### src/rtl/clct_cfeb_busy_gen.sv
// Per-CFEB dead-time busy generator that feeds back into the best-1-of-7 CLCT sorter.
// Optional feature: define CLCT_BUSY_NEIGHBOR_EN to also mark edge-adjacent CFEBs busy.
module clct_cfeb_busy_gen #(
  parameter int MXCFEB  = 7,
  parameter int MXKEYBX = 8,
  parameter int MXDTB   = 4
) (
  input  logic               clock,
  input  logic               global_reset,
  input  logic               take,
  input  logic [MXKEYBX-1:0] take_key,
  input  logic [MXDTB-1:0]   dead_time,
  input  logic [MXCFEB-1:0]  cfeb_en,
  output logic [MXCFEB-1:0]  bsy,
  output logic               all_busy,
  output logic               bad_key
);

  logic [MXDTB-1:0]  cnt_q [MXCFEB];
  logic [MXDTB-1:0]  cnt_d [MXCFEB];
  logic [MXCFEB-1:0] bsy_q, bsy_d;
  logic              all_busy_q, all_busy_d;
  logic              bad_key_q, bad_key_d;
  logic [MXCFEB-1:0] load;
  logic [2:0]        key_cfeb;
  logic [4:0]        key_hs;

  assign key_cfeb = take_key[MXKEYBX-1:MXKEYBX-3];
  assign key_hs   = take_key[4:0];

  // Index 7 matches no loop position, so a bad key loads nothing.
  always_comb begin
    load = '0;
    for (int unsigned i = 0; i < MXCFEB; i++) begin
      if (take && key_cfeb == 3'(i)) load[i] = 1'b1;
`ifdef CLCT_BUSY_NEIGHBOR_EN
      if (take && (i + 1 < MXCFEB) && key_cfeb == 3'(i + 1) && key_hs <= 5'd1)
        load[i] = 1'b1;
      if (take && (i > 0) && key_cfeb == 3'(i - 1) && key_hs >= 5'd30)
        load[i] = 1'b1;
`endif
    end
  end

  always_comb begin
    bsy_d = '0;
    for (int unsigned i = 0; i < MXCFEB; i++) begin
      if (global_reset)
        cnt_d[i] = '0;
      else if (load[i])
        cnt_d[i] = dead_time;
      else if (cnt_q[i] != '0)
        cnt_d[i] = cnt_q[i] - MXDTB'(1);
      else
        cnt_d[i] = cnt_q[i];
      bsy_d[i] = !global_reset && ((cnt_d[i] != '0) || !cfeb_en[i]);
    end
    all_busy_d = &bsy_d;
    bad_key_d  = !global_reset && take && (key_cfeb == 3'd7);
  end

  always_ff @(posedge clock) begin
    if (global_reset) begin
      for (int unsigned i = 0; i < MXCFEB; i++) cnt_q[i] <= '0;
      bsy_q      <= '0;
      all_busy_q <= 1'b0;
      bad_key_q  <= 1'b0;
    end else begin
      for (int unsigned i = 0; i < MXCFEB; i++) cnt_q[i] <= cnt_d[i];
      bsy_q      <= bsy_d;
      all_busy_q <= all_busy_d;
      bad_key_q  <= bad_key_d;
    end
  end

  assign bsy      = bsy_q;
  assign all_busy = all_busy_q;
  assign bad_key  = bad_key_q;

endmodule

### config.mk
export PLATFORM = sky130hd
export DESIGN_NAME = clct_cfeb_busy_gen
export DESIGN_NICKNAME = d
export VERILOG_FILES = /design/src/rtl/clct_cfeb_busy_gen.sv
export SDC_FILE = /design/constraint.sdc
export NUM_CORES = 1
export LEC_CHECK = 0
export ABC_AREA = 1
export CAP_MARGIN = 5
export CORE_MARGIN = 8
export CORE_UTILIZATION = 60
export DETAILED_ROUTE_END_ITERATION = 7
export DONT_BUFFER_PORTS = 1
export PLACE_DENSITY = 0.84
export RECOVER_POWER = 25
export SKIP_LAST_GASP = 1
export SLEW_MARGIN = 15
export SYNTH_ARGS = -nofsm -noshare
export SYNTH_HDL_FRONTEND = slang
export SYNTH_SLANG_ARGS = --single-unit
### constraint.sdc
create_clock -name clock -period 2.2 [get_ports clock]
set_input_delay 0.22 -clock clock [delete_from_list [all_inputs] [get_ports clock]]
set_output_delay 0.22 -clock clock [all_outputs]
set_load 0.02 [all_outputs]
==> impl_metrics.csv <==
group,metric,value,unit
run_status,status,"complete, no violations",
worst_setup_path,crit_fanout,6,
drt,first_iter_violations,115,
sta,max_freq,572,MHz
yosys,synth-seq-cells,37,
sta,fin_skew,0.00576,ns
clock_network,clock-sinks,37,
yosys,synth_area_leaders,"dfxtp_1 (33%), nand2_1 (20%), inv_1 (16%)",
cells_and_area,area_delta_synth_final,6.89,%
clock_network,insertion_delay,0.29,ns
sta,rsz0062_at_grt,"false",
drt,wl_per_cell,10.5,um
clock_network,cts_made_buffers,5,
die,core.rowCount,22,
cells_and_area,final_cell_area,2410,sq um
die,coreArea,3630,sq um
yosys,syn_nets,411,
grt,grtUsageMet3,7.11,%
sta,fin_crit_sh,79.5,%
job,drv_cap,0,
die,die_h,77.3,um
grt,gr-usage-met2,27.8,%
yosys,seq_area_frac_synth,32.9,%
grt,antenna_found_initial,0,
drt,wl,4.60,mm
grt,overflow,0,
clock_network,cts_buffer_depth,2,
grt,grt_max_degree,21,
yosys,syn_inst,382,
drt,ant_nets,0,
yosys,synth_cell_types,22,
worst_setup_path,crit_required,2.43,ns
grt,grt_pass1_vias,2034,
cells_and_area,nFillCells,346,
placed_design,io_buffers,0,
yosys,ys_warn_count,0,
sta,drv_slew,0,
grt,grt_pass1_wl,8.18,mm
yosys,yosysTopAreaCellShare,32.9,%
cells_and_area,nets,417,
placed_design,place_congestion,0.880,
placed_design,post-dp-hpwl,3.66,mm
pwr,vdd_drop_max,0.700,mV
drt,drc,0,
sta,min_period,1.75,ns
drt,firstDrtPassIters,4,
drt,vias,2148,
clock_network,post_cts_buffers,0,
cells_and_area,drive_gt1_share,4.88,%
yosys,netlist_area,2250,sq um
clock_network,cts.clk_slew.worst_paths,0.07,ns
die,ioPinCount,31,
pwr,finalPower,3350,uW
grt,global_route.usage.met1,16.9,%
worst_setup_path,endpoint_kind,"register",
clock_network,cts_root_buf,"clkbuf_8",
yosys,syn_avg_cell_area,5.90,sq um
clock_network,cts_tree,"done",
drt,viasPerCell,4.92,
pwr,power_density,1390,nW/um^2
worst_setup_path,cp-start-kind,"register",
sta,worst_pin_slew,0.461,ns
sta,setup-violations-final,0,
die,die_x,77.3,um
sta,finalHoldViolations,0,
die,dieArea,5970,sq um
sta,setup_tns,0,ns
pwr,power_leakage,0.00150,uW
worst_setup_path,crit_arrival,1.98,ns
grt,grt-busiest-layer,"met2",
worst_setup_path,timing.reg2reg.setup_slack,0.45,ns
grt,grt_usage,16.4,%
worst_setup_path,worst-setup-path-type,"reg2reg",
sta,relSlewSlack,69.2,%
yosys,yosysTopAreaCell,"dfxtp_1",
die,start_util,62.0,%
hold_path,min_path_type,"in2reg",
clock_network,cts-htree-levels,2,
cells_and_area,diodes,0,
placed_design,place_area,2320,sq um
-- worst max-delay path: stages (launching register included) --
cell and delay (ns):
dfxtp_1 0.36, inv_1 0.09, ha_1 0.28, or2_2 0.31
nand3_1 0.08, nand3_1 0.08, nand2_1 0.07, nor2_1 0.04
nand2_1 0.05, nand2_1 0.07, nor2_1 0.08, nand2_1 0.09
nor2_1 0.09
-- stage by stage --
| step | setup slack, ns | util, % | cells | hold WS (ns) |
|---|---|---|---|---|
| 2_1_floorplan | 0.689 | - | 382 | 0.289 |
| 3_3_place_gp | 0.552 | 63.7 | 428 | 0.293 |
| 3_5_place_dp | 0.510 | 63.7 | 428 | 0.293 |
| 4_1_cts | 0.483 | 66.3 | 437 | 0.000910 |
| 5_1_grt | 0.244 | 66.3 | 437 | 0.00537 |
| 6_report | 0.450 | 66.3 | 437 | 0.00613 |
-- registers in the layout, summed over array words and instances (netlist names) --
register and cells:
cnt_q 28, bad_key 1, all_busy 1, bsy 7
-- layout make-up --
class / instances / area (sq um) / area share, %
Clock buffer: 6 / 72.6 / 3.01
Sequential cell: 37 / 741 / 30.8
Inverter: 99 / 372 / 15.4
Multi-Input combinational cell: 243 / 1120 / 46.6
Clock inverter: 2 / 10.0 / 0.416
Timing Repair Buffer: 2 / 30.0 / 1.25
Tap cell: 48 / 60.1 / 2.49
-- layer usage --
metal,part of all wire (%),up-vias
met1,44,942
met5,0,-
met2,47,41
met3,7.0,10
met4,2.2,0
li1,-,1155
-- cells in the mapped netlist --
cell      instances
a21oi_1           6
buf_2             2
buf_4             1
dfxtp_1          37
ha_1              7
inv_1            98
inv_2             1
nand2_1         120
nand2_2           3
nand3_1          52
nand3b_1          1
nand4_1           4
nor2_1           27
nor2_2            4
nor2_4            1
nor3_1            2
o211ai_1          3
o21ai_0           8
o21ai_1           2
o21ai_2           1
or2_2             1
xor2_1            1
-- kinds of logic after synthesis --
logic type | Yosys count | synth area share [%]
xor gates and xnor gates | 1 | 0.389
DFF | 37 | 32.9
and+or+nand+nor | 215 | 40.6
adders and majority gates | 7 | 3.89
buffers and inverters | 102 | 17.3
AOI/OAI and AO/OA | 20 | 4.94
-- layout by cell type (no fill, tap or decap), types with 2 or more instances in the layout --
cell	netlist	final
nand2_1	120	120
inv_1	98	98
nand3_1	52	52
dfxtp_1	37	37
nor2_1	27	27
o21ai_0	8	8
ha_1	7	7
a21oi_1	6	6
clkbuf_8	0	5
nor2_2	4	4
nand4_1	4	4
nand2_2	3	3
o211ai_1	3	3
nor3_1	2	2
o21ai_1	2	2
clkinv_2	0	2
-- final timing paths --
kind	from	endpoint	depth (start not counted)
worst max-delay path	cnt_q[1][0]$_SDFF_PP0_	all_busy$_SDFF_PP0_	12
worst min-delay path	global_reset	bad_key$_SDFF_PP0_	1
worst max register to register	cnt_q[1][0]$_SDFF_PP0_	all_busy$_SDFF_PP0_	12
worst min register to register	cnt_q[4][3]$_SDFF_PP0_	cnt_q[4][3]$_SDFF_PP0_	4
-- where the power goes --
group	internal (uW)	switching [uW]	leakage, uW
Sequential	937	209	0.000307
Combinational	667	1100	0.00115
Clock	219	226	0.0000450
Total	1820	1530	0.00150
-- timing repair --
item | CTS | global route
hold buffers | 1 | 0
endpoints found under the hold margin | 2 | 0
resized for setup | 0 | 0
(Power assumes the default switching activity.)
